$ cat config.mk
export PLATFORM = sky130hd
export DESIGN_NAME = int_controller
export DESIGN_NICKNAME = d
export VERILOG_FILES = /design/src/rtl/int_controller_pkg.sv /design/src/rtl/int_prio_enc.sv /design/src/rtl/int_controller.sv
export SDC_FILE = /design/constraint.sdc
export NUM_CORES = 1
export LEC_CHECK = 0
export BUFFER_PORTS_ARGS = -buffer_cell sky130_fd_sc_hd__buf_2
export CAP_MARGIN = 10
export CORE_ASPECT_RATIO = 0.8
export CORE_MARGIN = 3
export CORE_UTILIZATION = 45
export CTS_CLUSTER_DIAMETER = 60
export CTS_CLUSTER_SIZE = 16
export DETAILED_ROUTE_END_ITERATION = 8
export GPL_ROUTABILITY_DRIVEN = 1
export PLACE_DENSITY = 0.68
export SYNTH_ARGS = -nofsm -noshare
export SYNTH_HDL_FRONTEND = slang
export SYNTH_SLANG_ARGS = --single-unit
export TNS_END_PERCENT = 100
$ cat constraint.sdc
create_clock -name clk -period 4.4 [get_ports clk]
set_input_delay 1.32 -clock clk [delete_from_list [all_inputs] [get_ports clk]]
set_output_delay 1.32 -clock clk [all_outputs]
set_load 0.05 [all_outputs]
$ cat src/rtl/int_controller_pkg.sv
// Shared definitions for the interrupt controller: FSM state encoding,
// register-select codes and STATUS word bit positions.
package int_controller_pkg;

  // Controller FSM state, binary encoded. The two-bit value is also what
  // software sees in the STATUS register.
  typedef enum logic [1:0] {
    ST_IDLE    = 2'd0,
    ST_REQ     = 2'd1,
    ST_SERVICE = 2'd2
  } state_t;

  // reg_sel codes
  localparam logic [1:0] SEL_MASK    = 2'd0;
  localparam logic [1:0] SEL_PENDING = 2'd1;
  localparam logic [1:0] SEL_VECTOR  = 2'd2;
  localparam logic [1:0] SEL_STATUS  = 2'd3;

  // STATUS word layout: bit 0 = int_req, bits [2:1] = FSM state
  localparam int STATUS_REQ_BIT   = 0;
  localparam int STATUS_STATE_LSB = 1;

endpackage

$ cat src/rtl/int_prio_enc.sv
// Combinational lowest-index-wins priority encoder.
// Ports:
//   eligible : N-bit request vector
//   valid    : 1 when any eligible bit is set
//   idx      : index of the lowest set bit, zero-extended to IDX_W
//              (0 when valid is 0)
module int_prio_enc #(
  parameter int N     = 16,
  parameter int IDX_W = 16
) (
  input  logic [N-1:0]     eligible,
  output logic             valid,
  output logic [IDX_W-1:0] idx
);

  // Scan from the top down so the last match written is the lowest index.
  always_comb begin
    valid = 1'b0;
    idx   = '0;
    for (int i = N - 1; i >= 0; i--) begin
      if (eligible[i]) begin
        valid = 1'b1;
        idx   = IDX_W'(i);
      end
    end
  end

endmodule

$ cat src/rtl/int_controller.sv
// Edge-triggered interrupt controller with mask/pending registers, a
// lowest-index-wins arbiter and a request/acknowledge/done handshake.
// Ports:
//   clk, rst_n          : clock, asynchronous active-low reset
//   irq_src[NUM_SRC]    : synchronous active-high device lines (rising edge = event)
//   read, write         : register access strobes
//   reg_sel[2]          : 0 MASK, 1 PENDING, 2 VECTOR, 3 STATUS
//   in_bus[VEC_W]       : write data
//   out_bus[VEC_W]      : registered read data, holds between reads
//   int_req             : request to CPU, high exactly while in REQ
//   int_ack, int_done   : CPU accept / return-from-interrupt pulses
//   int_addr[VEC_W]     : vector latched at acknowledge (source index)
//
// Handshake: int_req is raised once an unmasked pending source exists and
// stays high until either int_ack is seen (request taken, the winning source
// index is latched into int_addr and its PENDING bit cleared on that edge)
// or the request evaporates because every eligible source was masked or
// cleared. After int_ack the controller waits for int_done before it may
// request again; there is no nesting, so stray int_ack/int_done pulses
// outside their states are ignored.
module int_controller
  import int_controller_pkg::*;
#(
  parameter int NUM_SRC = 16,
  parameter int VEC_W   = 16
) (
  input  logic               clk,
  input  logic               rst_n,
  input  logic [NUM_SRC-1:0] irq_src,
  input  logic               read,
  input  logic               write,
  input  logic [1:0]         reg_sel,
  input  logic [VEC_W-1:0]   in_bus,
  output logic [VEC_W-1:0]   out_bus,
  output logic               int_req,
  input  logic               int_ack,
  input  logic               int_done,
  output logic [VEC_W-1:0]   int_addr
);

  state_t             state_q;
  logic [NUM_SRC-1:0] mask_q;
  logic [NUM_SRC-1:0] pend_q;
  logic [NUM_SRC-1:0] prev_q;

  logic [NUM_SRC-1:0] edges;
  logic [NUM_SRC-1:0] eligible;
  logic [NUM_SRC-1:0] wr_clr;
  logic [NUM_SRC-1:0] ack_clr;
  logic [NUM_SRC-1:0] pend_d;
  logic               win_valid;
  logic [VEC_W-1:0]   win_idx;
  logic               take_ack;
  logic [VEC_W-1:0]   rd_data;

  assign edges    = irq_src & ~prev_q;
  assign eligible = pend_q & ~mask_q;

  int_prio_enc #(
    .N     (NUM_SRC),
    .IDX_W (VEC_W)
  ) u_prio_enc (
    .eligible (eligible),
    .valid    (win_valid),
    .idx      (win_idx)
  );

  // An acknowledge only counts in REQ while a winner still exists.
  assign take_ack = (state_q == ST_REQ) && int_ack && win_valid;

  // PENDING update: clears (software W1C and the acknowledged winner) are
  // applied first, then fresh edges are OR-ed in so a new event on the same
  // bit is never lost.
  always_comb begin
    wr_clr  = '0;
    ack_clr = '0;
    if (write && (reg_sel == SEL_PENDING)) begin
      wr_clr = in_bus[NUM_SRC-1:0];
    end
    for (int i = 0; i < NUM_SRC; i++) begin
      ack_clr[i] = take_ack && (win_idx == VEC_W'(i));
    end
    pend_d = (pend_q & ~(wr_clr | ack_clr)) | edges;
  end

  // Read mux; narrower registers are zero-extended.
  always_comb begin
    rd_data = '0;
    case (reg_sel)
      SEL_MASK:    rd_data[NUM_SRC-1:0] = mask_q;
      SEL_PENDING: rd_data[NUM_SRC-1:0] = pend_q;
      SEL_VECTOR:  rd_data = int_addr;
      default: begin
        rd_data[STATUS_STATE_LSB +: 2] = state_q;
        rd_data[STATUS_REQ_BIT]        = int_req;
      end
    endcase
  end

  // Register file and edge history
  always_ff @(posedge clk or negedge rst_n) begin
    if (!rst_n) begin
      mask_q  <= '1;
      pend_q  <= '0;
      prev_q  <= '0;
      out_bus <= '0;
    end else begin
      prev_q <= irq_src;
      pend_q <= pend_d;
      if (write && (reg_sel == SEL_MASK)) begin
        mask_q <= in_bus[NUM_SRC-1:0];
      end
      if (read) begin
        out_bus <= rd_data;
      end
    end
  end

  // Controller FSM; int_req is registered alongside the state so it is high
  // exactly while the state is REQ.
  always_ff @(posedge clk or negedge rst_n) begin
    if (!rst_n) begin
      state_q  <= ST_IDLE;
      int_req  <= 1'b0;
      int_addr <= '0;
    end else begin
      case (state_q)
        ST_IDLE: begin
          if (win_valid) begin
            state_q <= ST_REQ;
            int_req <= 1'b1;
          end
        end
        ST_REQ: begin
          if (take_ack) begin
            state_q  <= ST_SERVICE;
            int_req  <= 1'b0;
            int_addr <= win_idx;
          end else if (!win_valid) begin
            state_q <= ST_IDLE;
            int_req <= 1'b0;
          end
        end
        ST_SERVICE: begin
          if (int_done) begin
            state_q <= ST_IDLE;
          end
        end
        default: begin
          state_q <= ST_IDLE;
          int_req <= 1'b0;
        end
      endcase
    end
  end

endmodule

Word level (Yosys, flattened, before mapping)
Cells that the tools add are included.
{"block": "totals", "in_bits": 40, "ff_bits": 83, "word_cells": 108, "out_inout_bits": 33}
{"block": "op_classes", "reduce_logical": 26, "n_eq_ne": 22, "mux": 44, "bitwise_logic": 9}
{"operator": "$eq 16x4->1 const B", "count": 8}
{"operator": "$eq 16x3->1 const B", "count": 4}
{"operator": "$mux 4", "count": 16}
{"operator": "$and 16x16->16", "count": 3}
{"operator": "$not 16->16", "count": 3}
{"operator": "$pmux 13 s3", "count": 1}
{"operator": "$eq 16x2->1 const B", "count": 2}
{"operator": "$or 16x16->16", "count": 2}
{"operator": "$logic_and 1x1->1", "count": 20}
{"operator": "$mux 1", "count": 19}
{"operator": "$eq 16x1->1 const B", "count": 1}
{"operator": "$logic_not 16->1", "count": 1}
{"operator": "$mux 16", "count": 1}
{"operator": "$pmux 3 s3", "count": 1}
{"operator": "$mux 2", "count": 4}
{"operator": "$pmux 2 s3", "count": 1}
{"operator": "$reduce_and 3->1", "count": 2}
{"operator": "$eq 2x1->1 const B", "count": 2}
{"operator": "$eq 2x2->1 const B", "count": 2}
{"operator": "$logic_not 2->1", "count": 2}
{"operator": "$ne 2x2->1 const B", "count": 2}
{"operator": "$ne 3x3->1 const B", "count": 1}
{"operator": "$pmux 1 s3", "count": 1}
{"operator": "$reduce_and 2->1", "count": 1}
{"operator": "$not 1->1", "count": 1}

Logic depth before layout (Yosys ltp)
Gate-level depths: netlist of the first run.
{"block": "depth", "word_depth": 24, "depth_mapped": 7, "ltp_nobuf": 6}

Hierarchy
From an unflattened synthesis of the first run, not the netlist that was laid out.
{"block": "unflattened", "hier_cells": 333, "area_unflattened_um2": 3983.8}
{"mod": "int_controller", "cells_each": 287, "seq_area_each_um2": 2097.0, "area_each_um2": 3711.1, "n_inst": 1}
{"mod": "int_prio_enc", "cells_each": 46, "seq_area_each_um2": 0.0, "area_each_um2": 272.8, "n_inst": 1}

Worst setup path after synthesis of the first run
No wires, ideal clock.
{"block": "synth_path", "kind": "input-to-reg", "start": "input reg_sel[1]", "end": "register mask_q[10]", "t_arrival_ns": 2.559, "stages": 4, "slack_ns": 1.758, "path_buffers": 2, "setup_time_ns": 0.082, "path_cell_list": "clkbuf_1 > nor3b_2 > buf_2 > mux2_2"}
{"block": "synth_between", "elab_chain_len": 2}
{"item": "from (decl)", "line": "int_controller.sv:32", "rtl": "input logic [1:0] reg_sel,"}
{"item": "$logic_not 2->1", "line": "int_controller.sv:110", "rtl": "if (write && (reg_sel == SEL_MASK)) begin"}
{"item": "$logic_and 1x1->1", "line": "int_controller.sv:110"}
{"item": "to (signal assigned)", "line": "int_controller.sv:111", "rtl": "mask_q <= in_bus[NUM_SRC-1:0];"}
{"item": "to (decl)", "line": "int_controller.sv:42", "rtl": "logic [NUM_SRC-1:0] mask_q;"}
No other way between the ends.
A chain may end at the register's enable or synchronous reset.

Final worst setup path of the first run
{"block": "layout_path", "start": "input reg_sel[0]", "end": "register pend_q[15]"}
{"block": "layout_between", "elab_chain_len": 7}
{"item": "$eq 2x1->1", "line": "int_controller.sv:77", "rtl": "if (write && (reg_sel == SEL_PENDING)) begin"}
{"item": "$logic_and 1x1->1", "line": "int_controller.sv:77"}
{"item": "$mux 16", "line": "int_controller.sv:77"}
{"item": "$or 16x16->16", "line": "int_controller.sv:83", "rtl": "pend_d = (pend_q & ~(wr_clr | ack_clr)) | edges;"}
{"item": "$not 16->16", "line": "int_controller.sv:83"}
{"item": "$and 16x16->16", "line": "int_controller.sv:83"}
{"item": "$or 16x16->16", "line": "int_controller.sv:83"}
{"item": "via pend_d[15]", "line": "int_controller.sv:50", "rtl": "logic [NUM_SRC-1:0] pend_d;"}
{"item": "to (signal assigned)", "line": "int_controller.sv:109", "rtl": "pend_q <= pend_d;"}
{"item": "to (decl)", "line": "int_controller.sv:43", "rtl": "logic [NUM_SRC-1:0] pend_q;"}
The timed path passes the listed nets, and every way through them passes these cells.

==> metrics.csv, run 1 <==
metric;value;unit
status;finished clean;
grt_start_max_net_pins;33;
synth_seq_cells;71;
via_per_inst;5.43;
end_kind;flop;
setup_violations;0;
worst_hold_path_type;flop to flop;
fmax;0.385;GHz
ctsHtreeMaxLevel;3;
dpl_cell_area;3710;µm²
skew;8.45;ps
arrival;2800;ps
final_net_count;418;
start_util;47.6;%
cts.repair.resized;0;
synth-edff-count;0;
place_ws;1450;ps
dr.first_iter.drc_count;181;
period_share;59.0;%
wire_per_inst;16.7;µm
dieArea;8540;µm²
p_total;2.06;mW
dr.pass1.iters;4;
detail-route-antenna-nets;0;
clockBufferDepth;2;
hold_viol;0;
cts_setup_buffers;0;
die_h;83.3;µm
clk_pin_slew_worst_paths;70;ps
crit_path_max_incr_delay;450;ps
max_slew_margin;53.6;%
gp_congestion;0.820;
synth_top_cell_by_area;dfrtp_1;
crit_path_start_kind;input port;
worst_slack;1800;ps
synth.top_cells.by_count;55 x dfrtp_1, 33 x nand2_1, 31 x inv_1;
final_cell_area;3900;µm²
syn_inst;314;
coreArea;7060;µm²
ys_top_cells_by_area;dfrtp_1 41%, dfstp_2 13%, mux2_2 6.4%, mux2i_1 3.9%, nand2_1 3.7%;
dieWidth;103;µm
slowest_stage;buf_2;
drcViolationCount;0;
clockRootBuffer;clkbuf_8;
rsz0062_at_grt;false;
yosysMostFrequentCell;dfrtp_1;
power_leakage;1.84;nW
cts_tree;done;
cap_violations;0;
synth-seq-area-share;53.5;%
grt_pass1_wl;12700;µm
cp.required;4600;ps
drive_above_1_share;31.3;%
period_needed;2600;ps
grt_overflow_total;0;
cts_sinks;71;
synthDistinctLibCells;43;
io_buffers;60;
powerDensity;529;nW/µm²
final_cells;470;
place_inst;454;
fin_hold_ws;417;ps
antenna_found_initial;0;
peakVddDrop;0.257;mV
cts_buffers;9;
critPathTopFamily;buffers and inverters;
cp_num_buf_inv;3;
postSynth.asyncResetShare;100;%
clk_latency;340;ps
cp_max_fo;18;
critPathKind;input port to flop;
pin_count;73;
dr_total_vias;2552;
syn_avg_cell_area;10.7;µm²
ys_warn_count;0;
antenna_cells;0;
final_max_slew_viol_count;0;
netlist.area_leader.share;41.0;%
tns;0;ps
syn-cell-area;3360;µm²
crit_chain;buf_2, inv_1, nor3b_2, buf_4, nand2_1, a32oi_1, o21ai_0;
wirelength;7850;µm
row_count;27;
grt_pass1_vias;2513;
worst_pin_slew;695;ps
ctsHoldBuffers;0;
area_delta_synth_final;16.1;%
gr-usage-all-layers;19.3;%
hpwlAfterDp;5730;µm
synth-main-ff-cell;dfrtp_1;
utilization;55.2;%
## worst reg2reg max path, stage by stage, from the launching register on
cell,delay [ps]
dfstp_2,540
nand2b_1,210
nand4_1,250
nor2_1,260
nand4b_1,300
a211oi_1,380
o22ai_1,120
## cell usage in the layout, fill, tap and decap left out, types with 3 or more instances in the layout
master / Yosys / final
buf_4: 12 / 4
a21oi_1: 4 / 4
o22ai_1: 15 / 15
o311ai_0: 4 / 4
clkbuf_1: 7 / 3
o21ai_1: 3 / 3
buf_2: 2 / 60
mux4_2: 3 / 3
inv_1: 31 / 31
dfrtp_1: 55 / 55
dfstp_2: 16 / 16
mux2_2: 19 / 19
clkbuf_8: 0 / 13
o21ai_0: 16 / 16
nor2b_1: 5 / 5
conb_1: 1 / 12
mux2i_1: 13 / 13
nand4_1: 6 / 6
nand3_1: 4 / 4
nand2b_1: 18 / 18
and2_1: 3 / 3
nand2_1: 33 / 33
nor2_1: 10 / 10
a32oi_1: 6 / 6
## area by class of cell
class,instances,area [µm²]
fillers,641,3160
flip-flops and latches,71,1800
multi-input cells,201,1360
repair buffers,64,330
clock buffers,16,190
inverters,31,116
well taps,87,109
## cell families after synthesis
kind of cell           after synthesis  synth area share [%]
AOI/OAI and AO/OA                   68                  13.7
buffers and inverters               53                  7.34
DFF                                 71                  53.5
muxes                               35                  12.3
other                                1                 0.112
and+or+nand+nor                     86                  13.1
## routing by layer
layer / vias to the layer above / global-route usage [%] / routed length [µm]
met5: - / 0 / 0
met4: 0 / 5.13 / 48
met3: 6 / 4.87 / 610
met2: 107 / 26.7 / 3480
met1: 1233 / 29.7 / 3710
li1: 1206 / - / -
## report_power, final
group	switching [mW]	total [mW]	internal (mW)
sequential	0.0933	0.887	0.794
combinational	0.465	0.688	0.223
clock	0.221	0.488	0.268
## sequential cells by signal, summed over array words and instances (netlist names)
| name | flops |
|---|---|
| out_bus | 16 |
| mask_q | 16 |
| int_addr | 4 |
| pend_q | 16 |
| int_req | 1 |
| prev_q | 16 |
| state_q | 2 |
## worst paths after layout
path | from | to | slack [ps] | depth (start not counted)
min in group asynchronous | rst_n | out_bus[0]$_DFFE_PN0P_ | 1020 | 1
worst max-delay path | reg_sel[0] | pend_q[15]$_DFF_PN0_ | 1800 | 7
worst min register to register | prev_q[2]$_DFF_PN0_ | pend_q[2]$_DFF_PN0_ | 420 | 1
max in group asynchronous | rst_n | mask_q[13]$_DFFE_PN1P_ | 2570 | 2
worst min-delay path | prev_q[2]$_DFF_PN0_ | pend_q[2]$_DFF_PN0_ | 420 | 1
worst max register to register | mask_q[7]$_DFFE_PN1P_ | pend_q[13]$_DFF_PN0_ | 2210 | 6
No activity file was read; power rests on OpenSTA's default activity.
==> run 2, diff against run 1 <==
Settings changed: PLACE_DENSITY 0.68 to 0.71.
Clock period 4.4 ns to 2.2 ns, I/O delays scaled along.
==> metrics.csv, run 2 (synthesis results as in run 1) <==
metric;value;unit;change
status;finished clean;;
tns;0;ps;unchanged
grt_pass1_vias;2600;;+3.5%
grt_overflow_total;0;;unchanged
area_delta_synth_final;18.2;%;
period_share;93.7;%;
clk_latency;350;ps;about the same
max_slew_margin;62.6;%;+8.9 points
row_count;27;;unchanged
cts.repair.resized;0;;unchanged
via_per_inst;5.41;;-0.37%
fmax;0.485;GHz;
coreArea;7060;µm²;unchanged
wire_per_inst;16.7;µm;about the same
dr.pass1.iters;5;;+1
hpwlAfterDp;5780;µm;+0.84%
ctsHoldBuffers;0;;unchanged
period_needed;2060;ps;
crit_path_max_incr_delay;460;ps;about the same
cap_violations;0;;unchanged
final_max_slew_viol_count;0;;unchanged
num-fill-cells;617;;-3.7%
cts_sinks;71;;unchanged
clockBufferDepth;2;;unchanged
place_ws;134;ps;-1310 ps
critPathKind;flop to flop;;
start_util;47.6;%;unchanged
skew;7.22;ps;-1.24 ps
worst_slack;139;ps;-1670 ps
grt_pass1_wl;13000;µm;+2.2%
dr.first_iter.drc_count;199;;+9.9%
cts_tree;done;;
fin_hold_ws;329;ps;-88.4 ps
dpl_cell_area;3770;µm²;+1.6%
detail-route-antenna-nets;0;;unchanged
layout_commonest_cell;buf_2;;
crit_path_start_kind;flop;;
crit_path_frequent_cell;o211a_1;;
dieArea;8540;µm²;unchanged
final_cell_area;3970;µm²;+1.8%
antenna_cells;0;;unchanged
gr-usage-all-layers;19.5;%;+0.25 points
hold_viol;0;;unchanged
cp_max_fo;3;;-15
wirelength;7940;µm;+1.2%
utilization;56.2;%;+0.99 points
cts_buffers;9;;unchanged
die_h;83.3;µm;unchanged
setup_violations;0;;unchanged
dr_total_vias;2575;;+0.90%
cp_num_buf_inv;0;;-3
worst_pin_slew;561;ps;-134 ps
clk_pin_slew_worst_paths;80;ps;about the same
cts_setup_buffers;0;;unchanged
grt_start_max_net_pins;72;;+120%
antenna_found_initial;0;;unchanged
rsz0062_at_grt;false;;
clockRootBuffer;clkbuf_8;;
dieWidth;103;µm;unchanged
end_kind;flop;;
gp_congestion;0.890;;+8.6%
worst_hold_path_type;input port to async pin;;
crit_chain;nand2b_1, o211a_1, o211a_1, o41a_1, a211oi_1, o22ai_1;;
slowest_stage;o41a_1;;
drive_above_1_share;33.4;%;+2.1 points
drcViolationCount;0;;unchanged
power_leakage;1.87;nW;+1.9%
layout_common_cells;60 x buf_2, 55 x dfrtp_1, 33 x nand2_1;;
critPathTopFamily;compound AO/OA/AOI/OAI gates;;
cp.required;2430;ps;-2170 ps
pin_count;73;;unchanged
arrival;2290;ps;-510 ps
ctsHtreeMaxLevel;3;;unchanged
powerDensity;1060;nW/µm²;+100%
final_net_count;424;;+1.4%
io_buffers;60;;unchanged
peakVddDrop;0.450;mV;+75%
run 2: cell types whose count changed in the layout (fill, tap and decap cells not counted), sizes merged:
cell / change
buf: +6
bufinv: +1
clkbuf: -6
clkinv: +3
clkinvlp: +2
run 2: final timing paths:
path,startpoint,to,slack [ps],cells after the start
worst max-delay path,mask_q[15]$_DFFE_PN1P_,pend_q[9]$_DFF_PN0_,140,6
worst min-delay path,rst_n,out_bus[0]$_DFFE_PN0P_,330,2
worst max register to register,mask_q[15]$_DFFE_PN1P_,pend_q[9]$_DFF_PN0_,140,6
worst min register to register,prev_q[3]$_DFF_PN0_,pend_q[3]$_DFF_PN0_,420,1
max in group asynchronous,rst_n,mask_q[14]$_DFFE_PN1P_,1540,2
min in group clk,prev_q[3]$_DFF_PN0_,pend_q[3]$_DFF_PN0_,420,1
run 2: layer usage:
layer  up-vias  share of wire, %  routed length (µm)  GRT usage [%]
li1       1219                 -                   -              -
met1      1230                49                3880           28.5
met2       106                42                3370           27.5
met3        20               6.7                 536           5.63
met4         0               2.0                 160           6.79
met5         -                 0                   0              0
run 2: worst reg2reg max path: cells and delay by family (launching register included):
| kind | cells | cell delay (ps) |
|---|---|---|
| AND/OR/NAND/NOR | 1 | 200 |
| flip-flops | 1 | 380 |
| AO/OA/AOI/OAI | 5 | 1370 |
run 2: cell type report:
| type | count | area [µm²] | share of cell area (%) |
|---|---|---|---|
| tap | 87 | 109 | 2.74 |
| clock inverter | 6 | 60.1 | 1.51 |
| inverter | 31 | 116 | 2.93 |
| clock buffer | 10 | 138 | 3.47 |
| timing repair buffer | 70 | 388 | 9.77 |
| multi-input combinational | 201 | 1360 | 34.3 |
| sequential | 71 | 1800 | 45.3 |
run 2: metrics by stage:
step	power, mW	instances
2_1_floorplan	2.78	325
3_3_place_gp	3.15	460
3_5_place_dp	3.18	460
4_1_cts	4.23	476
5_1_grt	4.44	476
6_report	4.22	476
run 2: power breakdown:
part | total (mW) | switching (mW) | internal, mW | leakage, nW
combinational | 1.40 | 0.938 | 0.465 | 0.982
sequential | 1.77 | 0.188 | 1.59 | 0.793
clock | 1.04 | 0.491 | 0.548 | 0.0981
total | 4.22 | 1.62 | 2.60 | 1.87
==> run 3, diff against run 2 <==
Settings changed: MAX_ROUTING_LAYER from default to met4, PLACE_DENSITY 0.71 to 0.68.
Clock period 2.2 ns to 1.9 ns, I/O delays scaled along.
==> metrics.csv, run 3 (synthesis results as in run 1) <==
metric;value;unit;change
rsz0062_at_grt;true;;
final_cells;498;;+4.6%
antenna_found_initial;0;;unchanged
via_per_inst;5.48;;+1.3%
grt_pass1_wl;13100;µm;+0.74%
hpwlAfterDp;5970;µm;+3.3%
io_buffers;60;;unchanged
period_share;99.3;%;+5.6 points
slowest_stage;dfstp_2;;
die_h;83.3;µm;unchanged
row_count;27;;unchanged
swShare;36.7;%;-1.7 points
cts_sinks;71;;unchanged
layout_commonest_cell;buf_2;;
status;finished clean;;
detail-route-antenna-nets;0;;unchanged
skew;7.15;ps;-0.0613 ps
dieArea;8540;µm²;unchanged
drcViolationCount;0;;unchanged
clockBufferDepth;2;;unchanged
pin_count;73;;unchanged
p_comb_share;36.6;%;+3.3 points
end_kind;flop;;
crit_path_start_kind;flop;;
wirelength;8420;µm;+6.0%
dr.first_iter.drc_count;200;;+0.50%
cts_tree;done;;
p_seq_share;38.2;%;-3.9 points
setup_violations;0;;unchanged
worst_hold_path_type;input port to async pin;;
wire_per_inst;16.9;µm;+1.3%
gp_congestion;0.916;;+3.0%
area_delta_synth_final;29.4;%;
grt_start_max_net_pins;72;;unchanged
cp_max_fo;3;;unchanged
p_int;3.41;mW;+31%
grt_overflow_total;0;;unchanged
rrSetupSlack;10;ps;-120 ps
fmax;0.530;GHz;+9.3%
antenna_cells;0;;unchanged
ctsHtreeMaxLevel;3;;unchanged
coreArea;7060;µm²;unchanged
final_net_count;446;;+5.2%
final_max_slew_viol_count;0;;unchanged
clk_pin_slew_worst_paths;70;ps;about the same
dieWidth;103;µm;unchanged
cts_buffers;9;;unchanged
powerDensity;1240;nW/µm²;+17%
start_util;47.6;%;unchanged
cap_violations;0;;unchanged
critPathKind;flop to flop;;
r2r-start;mask_q[14]$_DFFE_PN1P_;;
hold_viol;0;;unchanged
rr_endpoint;pend_q[9]$_DFF_PN0_;;
clkPwrFrac;25.1;%;+0.5 points
dr.pass1.iters;5;;unchanged
crit_path_max_incr_delay;530;ps;+70 ps
crit_path_frequent_cell;o211a_1;;
dr_total_vias;2728;;+5.9%
peakVddDrop;0.496;mV;+10%
critPathTopFamily;compound AO/OA/AOI/OAI gates;;
arrival;2110;ps;-180 ps
p_switching;1.97;mW;+22%
ctsHoldBuffers;0;;unchanged
worst_slack;14.0;ps;-125 ps
place_inst;479;;+4.1%
period_needed;1890;ps;-175 ps
layout_common_cells;60 x buf_2, 54 x dfrtp_1, 33 x nand2_1;;
gr-usage-all-layers;20.5;%;+0.95 points
worstRegToRegCells;6;;unchanged
place_ws;-136;ps;-270 ps
crit_chain;nor2b_1, o211a_1, o211a_1, o41a_1, a211oi_2, o22ai_1;;
cp_num_buf_inv;0;;unchanged
power_leakage;2.07;nW;+10%
drive_above_1_share;42.8;%;+9.4 points
clockRootBuffer;clkbuf_8;;
cp.required;2120;ps;-310 ps
grt_pass1_vias;2554;;-1.8%
clk_latency;350;ps;about the same
==> run 3: stage by stage <==
step                hold slack [ps]  utilization, %  total power, mW  instance area, µm²  setup TNS [ps]
CTS                             252            59.7             5.28                4220           -21.4
finish                          226            61.6             5.38                4350               0
global route                    252            61.6             5.64                4350            -205
detailed placement              403            55.7             3.84                3940            -221
floorplan                       274               -             3.22                3400               0
global placement                401            55.7             3.80                3940           -68.4
==> run 3: worst max path at each step <==
| stage | cells past startpoint | from | to |
|---|---|---|---|
| after floorplan | 4 | reg_sel[1] | mask_q[10]$_DFFE_PN1P_ |
| after global placement | 6 | mask_q[15]$_DFFE_PN1P_ | pend_q[13]$_DFF_PN0_ |
| after detailed placement | 6 | mask_q[10]$_DFFE_PN1P_ | pend_q[13]$_DFF_PN0_ |
| after CTS | 6 | mask_q[1]$_DFFE_PN1P_ | pend_q[13]$_DFF_PN0_ |
| after global routing | 7 | mask_q[3]$_DFFE_PN1P_ | pend_q[11]$_DFF_PN0_ |
| final | 6 | mask_q[14]$_DFFE_PN1P_ | pend_q[9]$_DFF_PN0_ |
==> run 3: worst reg2reg max path, delay by kind of cell, from the launching register on <==
kind,cells,cell delay [ps]
flops,1,530
compound gates,5,1190
simple gates,1,40
==> run 3: area by class of cell <==
type                    instances  area (µm²)
fillers                       588        2710
flip-flops and latches         71        1800
multi-input cells             201        1510
repair buffers                 92         586
clock buffers                  13         159
inverters                      31         116
well taps                      87         109
clock inverters                 3        65.1
==> run 3: what timing repair did <==
item | 4_1_cts | 5_1_grt
pin swaps | 3 | 6
setup buffers | 1 | 2
setup endpoints to repair | 8 | 16
resized for setup | 11 | 28
==> run 3: routing by layer <==
metal  vias up  wire, µm  GRT usage (%)
li1       1276         -              -
met1      1333      3970           28.6
met2       101      3750           29.0
met3        18       548           5.37
met4         0       149           6.67
met5         -         0              -
==> run 3: power by group through the flow <==
stage               Clock, mW  Sequential (mW)  Combinational (mW)
finish                   1.35             2.06                1.97
detailed placement          0             2.06                1.78
global placement            0             2.05                1.75
floorplan                   0             2.44               0.785
global route             1.45             2.10                2.09
CTS                      1.38             2.05                1.86
